[src/rtl/ntt_ram_sched.sv]
// ntt_ram_sched
// Address/control sequencer for one 256-point Kyber NTT (forward, CT) or
// inverse NTT (GS) over a 12-bit x 512-entry true dual-port coefficient RAM.
// It issues butterfly operand reads on even slots and writes the results
// back in place BF_LAT cycles later. Writes always land on odd slots. It
// never touches coefficient data.
//
// Ports:
//   clk_i, rst_i          clock, synchronous active-high reset
//   start_i               begin a transform (ignored unless idle)
//   inverse_i             0 = forward NTT, 1 = inverse NTT (latched on start)
//   poly_sel_i            RAM half, drives address bit 8 (latched on start)
//   ram_addr_a_o/_b_o     RAM port addresses
//   ram_we_a_o/_b_o       RAM port write enables
//   bf_valid_o            RAM outputs hold a valid operand pair this cycle
//   bf_inv_o, zeta_idx_o  butterfly mode and twiddle index, aligned to bf_valid_o
//   busy_o                transform in progress
//   done_o                one-cycle completion pulse
module ntt_ram_sched #(
    parameter int BF_LAT = 5,
    parameter int N_LOG  = 8
) (
    input  logic       clk_i,
    input  logic       rst_i,
    input  logic       start_i,
    input  logic       inverse_i,
    input  logic       poly_sel_i,
    output logic [8:0] ram_addr_a_o,
    output logic [8:0] ram_addr_b_o,
    output logic       ram_we_a_o,
    output logic       ram_we_b_o,
    output logic       bf_valid_o,
    output logic       bf_inv_o,
    output logic [6:0] zeta_idx_o,
    output logic       busy_o,
    output logic       done_o
);

    // Odd latency keeps writes on odd slots, away from the even read slots.
    if (BF_LAT < 3 || (BF_LAT % 2) == 0 || N_LOG != 8) begin : g_param_check
        $fatal(1, "ntt_ram_sched: BF_LAT must be odd and >= 3, N_LOG must be 8");
    end

    // One layer: 128 reads on even slots 0..254, last write at slot P-1.
    localparam int P  = 255 + BF_LAT;
    localparam int CW = $clog2(P + 1);
    localparam logic [CW-1:0] LAST_CYC = CW'(P - 1);
    localparam logic [CW-1:0] LAST_RD  = CW'(254);

    typedef enum logic [1:0] {IDLE, RUN, DRAIN, FIN} state_t;

    state_t          state_q;
    logic            inv_q;
    logic            poly_q;
    logic [2:0]      layer_q;
    logic [CW-1:0]   cyc_q;

    // Write-back delay line: pipe[k] holds the pair read k cycles ago.
    logic [BF_LAT-1:0] pipe_v_q;
    logic [8:0]        pipe_a_q [BF_LAT];
    logic [8:0]        pipe_b_q [BF_LAT];

    // Read currently on the RAM ports, remembered to align bf_* one cycle later.
    logic            rd_now_q;
    logic [6:0]      rd_zeta_q;
    logic            rd_inv_q;

    logic [8:0]      addr_a_q, addr_b_q;
    logic            we_q, bf_valid_q, bf_inv_q, busy_q, done_q;
    logic [6:0]      zeta_q;

    logic            new_s, adv_s, last_s, rd_en_s, mode_inv_s, mode_poly_s;
    logic [CW-1:0]   nxt_cyc_s;
    logic [2:0]      nxt_layer_s, lg_s;
    logic [3:0]      sh_s;
    logic [6:0]      rd_idx_s, grp_s, len_m1_s, zeta_s;
    logic [7:0]      len_s, j_s, jb_s;

    // Next-cycle slot position and the read pair/twiddle scheduled for it.
    always_comb begin
        new_s       = (state_q == IDLE) && start_i;
        adv_s       = new_s || (state_q == RUN) || (state_q == DRAIN);
        last_s      = ((state_q == RUN) || (state_q == DRAIN)) &&
                      (cyc_q == LAST_CYC) && (layer_q == 3'd6);
        mode_inv_s  = new_s ? inverse_i  : inv_q;
        mode_poly_s = new_s ? poly_sel_i : poly_q;
        if (new_s) begin
            nxt_cyc_s   = '0;
            nxt_layer_s = 3'd0;
        end else if (cyc_q == LAST_CYC) begin
            nxt_cyc_s   = '0;
            nxt_layer_s = layer_q + 3'd1;
        end else begin
            nxt_cyc_s   = cyc_q + CW'(1);
            nxt_layer_s = layer_q;
        end
        rd_en_s  = adv_s && !last_s && !nxt_cyc_s[0] && (nxt_cyc_s <= LAST_RD);
        rd_idx_s = nxt_cyc_s[7:1];
        // log2(len): forward 7..1, inverse 1..7
        lg_s     = mode_inv_s ? (nxt_layer_s + 3'd1) : (3'd7 - nxt_layer_s);
        sh_s     = {1'b0, lg_s} + 4'd1;
        len_s    = 8'd1 << lg_s;
        len_m1_s = 7'h7F >> (3'd7 - lg_s);
        grp_s    = rd_idx_s >> lg_s;
        // j = group * 2*len + offset within group; partner at j+len
        j_s      = ({1'b0, grp_s} << sh_s) | {1'b0, rd_idx_s & len_m1_s};
        jb_s     = j_s + len_s;
        // Twiddle index continues across layers: forward 1..127, inverse 127..1.
        if (mode_inv_s) begin
            zeta_s = (7'd127 >> nxt_layer_s) - grp_s;
        end else begin
            zeta_s = (7'd1 << nxt_layer_s) + grp_s;
        end
    end

    // Sequencer state, write-back delay line and registered outputs.
    always_ff @(posedge clk_i) begin
        if (rst_i) begin
            state_q    <= IDLE;
            inv_q      <= 1'b0;
            poly_q     <= 1'b0;
            layer_q    <= 3'd0;
            cyc_q      <= '0;
            pipe_v_q   <= '0;
            for (int i = 0; i < BF_LAT; i++) begin
                pipe_a_q[i] <= 9'd0;
                pipe_b_q[i] <= 9'd0;
            end
            rd_now_q   <= 1'b0;
            rd_zeta_q  <= 7'd0;
            rd_inv_q   <= 1'b0;
            addr_a_q   <= 9'd0;
            addr_b_q   <= 9'd0;
            we_q       <= 1'b0;
            bf_valid_q <= 1'b0;
            bf_inv_q   <= 1'b0;
            zeta_q     <= 7'd0;
            busy_q     <= 1'b0;
            done_q     <= 1'b0;
        end else begin
            pipe_v_q    <= {pipe_v_q[BF_LAT-2:0], rd_en_s};
            pipe_a_q[0] <= {mode_poly_s, j_s};
            pipe_b_q[0] <= {mode_poly_s, jb_s};
            for (int i = 1; i < BF_LAT; i++) begin
                pipe_a_q[i] <= pipe_a_q[i-1];
                pipe_b_q[i] <= pipe_b_q[i-1];
            end

            rd_now_q  <= rd_en_s;
            rd_zeta_q <= rd_en_s ? zeta_s : 7'd0;
            rd_inv_q  <= rd_en_s ? mode_inv_s : 1'b0;

            if (rd_en_s) begin
                addr_a_q <= {mode_poly_s, j_s};
                addr_b_q <= {mode_poly_s, jb_s};
                we_q     <= 1'b0;
            end else if (pipe_v_q[BF_LAT-1]) begin
                addr_a_q <= pipe_a_q[BF_LAT-1];
                addr_b_q <= pipe_b_q[BF_LAT-1];
                we_q     <= 1'b1;
            end else begin
                addr_a_q <= 9'd0;
                addr_b_q <= 9'd0;
                we_q     <= 1'b0;
            end

            bf_valid_q <= rd_now_q;
            bf_inv_q   <= rd_inv_q;
            zeta_q     <= rd_zeta_q;
            done_q     <= 1'b0;

            case (state_q)
                IDLE: begin
                    if (start_i) begin
                        state_q <= RUN;
                        inv_q   <= inverse_i;
                        poly_q  <= poly_sel_i;
                        cyc_q   <= '0;
                        layer_q <= 3'd0;
                        busy_q  <= 1'b1;
                    end else begin
                        busy_q  <= 1'b0;
                    end
                end
                RUN, DRAIN: begin
                    if (last_s) begin
                        state_q <= FIN;
                        busy_q  <= 1'b0;
                        done_q  <= 1'b1;
                    end else begin
                        state_q <= (nxt_cyc_s <= LAST_RD) ? RUN : DRAIN;
                        cyc_q   <= nxt_cyc_s;
                        layer_q <= nxt_layer_s;
                        busy_q  <= 1'b1;
                    end
                end
                FIN: begin
                    state_q <= IDLE;
                    busy_q  <= 1'b0;
                end
                default: begin
                    state_q <= IDLE;
                    busy_q  <= 1'b0;
                end
            endcase
        end
    end

    assign ram_addr_a_o = addr_a_q;
    assign ram_addr_b_o = addr_b_q;
    assign ram_we_a_o   = we_q;
    assign ram_we_b_o   = we_q;
    assign bf_valid_o   = bf_valid_q;
    assign bf_inv_o     = bf_inv_q;
    assign zeta_idx_o   = zeta_q;
    assign busy_o       = busy_q;
    assign done_o       = done_q;

endmodule
[config.mk]
export PLATFORM = sky130hd
export DESIGN_NAME = ntt_ram_sched
export DESIGN_NICKNAME = d
export VERILOG_FILES = /design/src/rtl/ntt_ram_sched.sv
export SDC_FILE = /design/constraint.sdc
export NUM_CORES = 1
export LEC_CHECK = 0
export BUFFER_PORTS_ARGS = -buffer_cell sky130_fd_sc_hd__buf_2
export CAP_MARGIN = 20
export CORE_UTILIZATION = 40
export DETAILED_ROUTE_END_ITERATION = 8
export PLACE_DENSITY = 0.53
export SLEW_MARGIN = 20
export SYNTH_ARGS = -nofsm -noshare
export SYNTH_HDL_FRONTEND = slang
export SYNTH_SLANG_ARGS = --single-unit
[constraint.sdc]
create_clock -name clk_i -period 12.7 [get_ports clk_i]
set_input_delay 1.905 -clock clk_i [delete_from_list [all_inputs] [get_ports clk_i]]
set_output_delay 1.905 -clock clk_i [all_outputs]
set_load 0.05 [all_outputs]
=== Word-level counts from Yosys, hierarchy flattened ===
Memories as Yosys holds them, arrays and structs flattened.
Cells that the tools add are included.

* Word-level logic and storage cells: 115
* Memories: 2
* Bits of input ports: 5
* Output and inout port bits: 31
* Bits in writable memories: 90
* Register bits after elaboration: 60

{| class="wikitable"
|+ Memories
! memory !! words !! bits a word !! rd ports !! clocked after memory_dff !! write ports !! RTL line !! source
|-
| pipe_a_q || 5 || 9 || 5 || 0 || 5 || 60 || <nowiki>logic [8:0] pipe_a_q [BF_LAT];</nowiki>
|-
| pipe_b_q || 5 || 9 || 5 || 0 || 5 || 61 || <nowiki>logic [8:0] pipe_b_q [BF_LAT];</nowiki>
|}

* Mux-type cells: 40
* Add/subtract/negate cells: 9
* Equality and inequality tests: 7
* Bitwise gates (word level): 14
* Reductions and logical operators: 19
* $lt $le $gt $ge: 1
* Shift operators: 6

{| class="wikitable"
|+ Operators with widths
! cell !! number
|-
| 9-bit two-way mux || 18
|-
| 9-bit case mux with 2 select lines || 1
|-
| 3-bit two-way mux || 5
|-
| 7-bit by 3-bit right shift with 7-bit output, first input constant || 2
|-
| 1-bit OR || 10
|-
| 9-bit by 1-bit adder with 9-bit output, second input constant || 1
|-
| 9-bit == test, second input constant || 1
|-
| 9-bit by 8-bit <= comparator with 1-bit output, second input constant || 1
|-
| 1-bit two-way mux || 9
|-
| 8-bit adder || 1
|-
| 8-bit by 7-bit OR with 8-bit output || 1
|-
| 2-bit OR reduction || 4
|-
| 1-bit by 3-bit << shifter with 8-bit output, first input constant || 1
|-
| 7-bit by 4-bit << shifter with 8-bit output || 1
|-
| 7-bit adder || 1
|-
| 7-bit bitwise AND || 1
|-
| 7-bit two-way mux || 1
|-
| 1-bit by 3-bit << shifter with 7-bit output, first input constant || 1
|-
| 7-bit by 3-bit right shift with 7-bit output || 1
|-
| 7-bit subtractor || 1
|-
| 3-bit by 1-bit adder with 3-bit output, second input constant || 2
|-
| 1-bit logical AND || 6
|-
| 2-bit two-way mux || 3
|-
| 2-bit case mux with 3 select lines || 1
|-
| 15 further kinds || 22
|}

=== Longest topological paths before layout ===
* Word-level depth: 11
* Depth in mapped cells: 29
* Gate-level depth less buffers: 25

=== Worst setup path before layout ===
Ideal clock, no wire load.

* Kind: input to register
* From: input start_i
* To: register addr_b_q[7], in the netlist ram_addr_b_o[7]
* Slack: 6.204 ns
* Required time: 12.636 ns
* Setup time: 0.064 ns
* Stages on the path: 23
* Data arrival time: 6.432 ns
* Path through: nand2_1 -> o21ai_0 -> clkinv_1 -> ha_1 -> ha_1 -> nand2_1 -> and2_1 -> buf_6 -> buf_2 -> ha_1 -> clkbuf_1 -> inv_1 -> and2_1 -> a32oi_1 -> inv_1 -> ha_1 -> a21o_1 -> a41oi_1 -> a21oi_1 -> xor2_1 -> nand3_1 -> or3_1 -> nand4_1

* Longest elaborated chain between the ends: 10

{| class="wikitable"
|+ Ends and longest elaborated chain
! what !! RTL line !! source
|-
| start: declaration || 25 || <nowiki>input logic start_i,</nowiki>
|-
| 1-bit logical AND (*) || 81 || <nowiki>new_s = (state_q == IDLE) && start_i;</nowiki>
|-
| 3-bit two-way mux || 87 || <nowiki>if (new_s) begin</nowiki>
|-
| 3-bit subtractor or 3-bit by 1-bit adder with 3-bit output (tied branches) || 100 || <nowiki>lg_s = mode_inv_s ? (nxt_layer_s + 3'd1) : (3'd7 - nxt_layer_s);</nowiki>
|-
| 3-bit two-way mux || 100 ||
|-
| 3-bit subtractor || 103 || <nowiki>len_m1_s = 7'h7F >> (3'd7 - lg_s);</nowiki>
|-
| 7-bit by 3-bit right shift with 7-bit output || 103 ||
|-
| 7-bit bitwise AND || 106 || <nowiki>j_s = ({1'b0, grp_s} << sh_s) | {1'b0, rd_idx_s & len_m1_s};</nowiki>
|-
| 8-bit by 7-bit OR with 8-bit output (*) || 106 ||
|-
| via j_s[1] || 77 || <nowiki>logic [7:0] len_s, j_s, jb_s;</nowiki>
|-
| 8-bit adder (*) || 107 || <nowiki>jb_s = j_s + len_s;</nowiki>
|-
| 9-bit two-way mux (*) || 153 || <nowiki>if (rd_en_s) begin</nowiki>
|-
| end signal: assignment || 155 || <nowiki>addr_b_q <= {mode_poly_s, jb_s};</nowiki>
|-
| end signal: assignment || 159 || <nowiki>addr_b_q <= pipe_b_q[BF_LAT-1];</nowiki>
|-
| end: declaration || 68 || <nowiki>logic [8:0] addr_a_q, addr_b_q;</nowiki>
|}

The timed path passes the listed nets; every way through them passes the cells marked *.
A chain may end at the register's enable or synchronous reset.

=== Worst setup path in the final report ===
Ends and elaborated chain as after synthesis.

==> out/results.tsv <==
stage	metric	value	unit
logic_synthesis	ys_seq_elements	142	
placed_design	portBuffers	35	
clocking	clk_path_buf_depth	2	
logic_synthesis	synth_area_leaders	dfxtp_1, nor2b_1, ha_1	
drt	vias	5003	
timing	setup_tns	0	ns
grt	grt_use_total	0.198	
clocking	cts_setup_buffers	0	
logic_synthesis	yosysWarnings	0	
timing	hold_ws	0.429	ns
critical_path	critPathLaunchType	input pin	
drt	first_pass_iters	5	
outcome	status	finished, final reports clean	
floorplanning	die_area	16900	um2
timing	slew_headroom	0.400	
logic_synthesis	synth_top_area_share	0.433	
grt	grt_pass1_vias	4777	
logic_synthesis	syn_area_per_cell	9.22	um2
drt	via_per_inst	5.21	
cells_and_area	area_growth	13.7	%
cells_and_area	drive_gt1_frac	0.124	
grt	antenna_found_initial	0	
cells_and_area	instances_no_fill	960	
floorplanning	ios	36	
clocking	cts.sink_count	142	
power_and_ir_drop	max-vdd-ir-drop	0.0937	mV
critical_path	crit_slowest_cell	and2_1	
drt	drtAntennaViolNets	0	
floorplanning	die_w	130	um
drt	drc_errors	0	
power_and_ir_drop	power_leakage	3.13	nW
logic_synthesis	synth_top_area_cell	dfxtp_1	
logic_synthesis	seq_area_frac_synth	0.433	
critical_path	cp_cell_sequence	buf_2, nand2_1, o21ai_0, buf_4, clkinv_1, ha_1, ha_1, nand2_1, and2_1, ha_1, inv_1, nand2_1, o311a_1, nor2_1, ha_1, nand3_1, nand2_1, a41oi_1, a21oi_1, xor2_1, nand3_1, or3_1, nand4_1	
grt	grt-ovfl-total	0	
logic_synthesis	synth_most_common_cell	dfxtp_1	
logic_synthesis	ys_types	79	
placed_design	dp_slack	5.11	ns
drt	drt_iter0_markers	249	
placed_design	gp_congestion	0.904	
timing	fin_skew	0.00770	ns
logic_synthesis	synth_cells	712	
clocking	clk_pin_slew	0.06	ns
drt	finalWirelength	15.7	mm
cells_and_area	num_antenna_cells	0	
critical_path	worstSetupEndpointType	flip-flop	
critical_path	slowest_delay	0.57	ns
timing	period_minus_slack	7.23	ns
timing	worst_pin_slew	0.894	ns
clocking	cts_tree	built	
floorplanning	fp-row-count	46	
clocking	clock_latency	0.42	ns
clocking	h-tree-depth	4	
logic_synthesis	synthTopCellsByCount	dfxtp_1, nor2b_1, nor2_1, nand2_1, ha_1	
logic_synthesis	syn_area	6570	um2
cells_and_area	fin_nets	781	
cells_and_area	fin_util	0.468	
drt	post_drt_wl_per_cell	16.3	um
floorplanning	start_util	0.412	
run	drv_cap	0	
placed_design	hpwl	11.1	mm
grt	grt_max_degree	87	
timing	fin_crit_sh	0.569	
placed_design	place_inst	929	
logic_synthesis	synth_flop_cell	dfxtp_1	
logic_synthesis	synth-edff-count	0	
min_path	hp-class	reg -> reg	
grt	grt_pass1_wl	25.2	mm
clocking	cts_resized	0	
logic_synthesis	syn_nets	761	
timing	slew_viol_final	0	
floorplanning	die_height	130	um
critical_path	cp_max_fo	17	
min_path	holdCritStartpoint	pipe_b_q[0][24]$_SDFF_PP0_	
critical_path	worstSetupPathType	in -> reg	
critical_path	critPathLaunch	start_i	
critical_path	timing.rr.start	cyc_q[0]$_SDFFE_PP0P_	
critical_path	cp.required	13.06	ns
timing	setup_viol	0	
critical_path	cp_data_arrival_time	7.59	ns
timing	hold_viol	0	
clocking	hold_buffers	0	
cells_and_area	n_fill_cell	1550	
timing	fmax	138	MHz
timing	worst_slack	5.47	ns
timing	rsz0062_at_grt	false	
clocking	numCtsBuffers	17	
clocking	root_buffer	clkbuf_16	
logic_synthesis	async_flop_share	0	
power_and_ir_drop	power_density	142	nW/um2
floorplanning	core	15900	um2
-- worst max-delay path, delay by kind of cell --
| family | cells | cell delay [ns] |
|---|---|---|
| buf+inv | 4 | 0.92 |
| compound gates | 4 | 0.93 |
| fa+ha+maj | 4 | 1.43 |
| xor+xnor | 1 | 0.40 |
| simple gates | 10 | 1.99 |
-- per-layer routing --
metal  up-vias  share of wire  GRT usage
met3        22          0.037     0.0426
met2       104           0.46      0.314
li1       2514              -          -
met4         0          0.020     0.0876
met1      2363           0.48      0.260
met5         -              0          0
-- path summary, 6_finish.rpt --
path,end,cells past startpoint,slack [ns]
hold reg to reg,pipe_b_q[0][33]$_SDFF_PP0_,1,0.43
setup / recovery,ram_addr_b_o[7]$_SDFF_PP0_,23,5.47
hold / removal,pipe_b_q[0][33]$_SDFF_PP0_,1,0.43
setup reg to reg,ram_addr_b_o[7]$_SDFF_PP0_,24,5.65
-- per-stage QoR --
stage / area, um2 / power [mW]
2_1_floorplan: 6570 / 0.532
3_3_place_gp: 6850 / 0.553
3_5_place_dp: 6850 / 0.554
4_1_cts: 7460 / 1.07
5_1_grt: 7460 / 1.10
6_report: 7460 / 1.06
-- cell type report --
class,instances,area [um2],share of cell area
well taps,216,270,0.0362
inverters,32,125,0.0168
clock buffers,18,429,0.0575
flip-flops and latches,142,2840,0.381
multi-input cells,500,3410,0.457
repair buffers,39,208,0.0278
clock inverters,13,180,0.0241
-- logic make-up (layout without fill, tap and decap cells) --
family / Yosys count / after routing / synth area share
and+or+nand+nor: 284 / 284 / 0.237
AOI/OAI and AO/OA: 148 / 148 / 0.158
DFF: 142 / 142 / 0.433
buffers and inverters: 70 / 102 / 0.0478
adders and majority gates: 44 / 44 / 0.0873
xor gates and xnor gates: 16 / 16 / 0.0213
muxes: 8 / 8 / 0.0151
-- placed cells by master, fill, tap and decap left out, drive strengths merged, types with 8 or more instances in the layout --
cell	count
buf	39
o21ai	33
clkbuf	18
a21oi	34
a32oi	8
xnor2	10
inv	35
nor2b	94
ha	41
nand4	8
nor2	55
and2	13
dfxtp	142
nor3	9
nand2	47
nand3	13
and3	8
-- power breakdown --
group / switching (mW) / internal (mW)
logic: 0.0592 / 0.0248
registers: 0.00324 / 0.457
clock network: 0.201 / 0.313
total: 0.264 / 0.794
-- sequential cells by signal, indices dropped and copies added (netlist names), 2 cells and up --
register / flops
pipe_a_q: 41
pipe_v_q: 5
pipe_b_q: 44
zeta_idx_o: 7
ram_addr_b_o: 8
layer_q: 3
state_q: 2
rd_zeta_q: 7
ram_addr_a_o: 9
cyc_q: 9
Note: power is estimated with default switching activity, not from simulation.
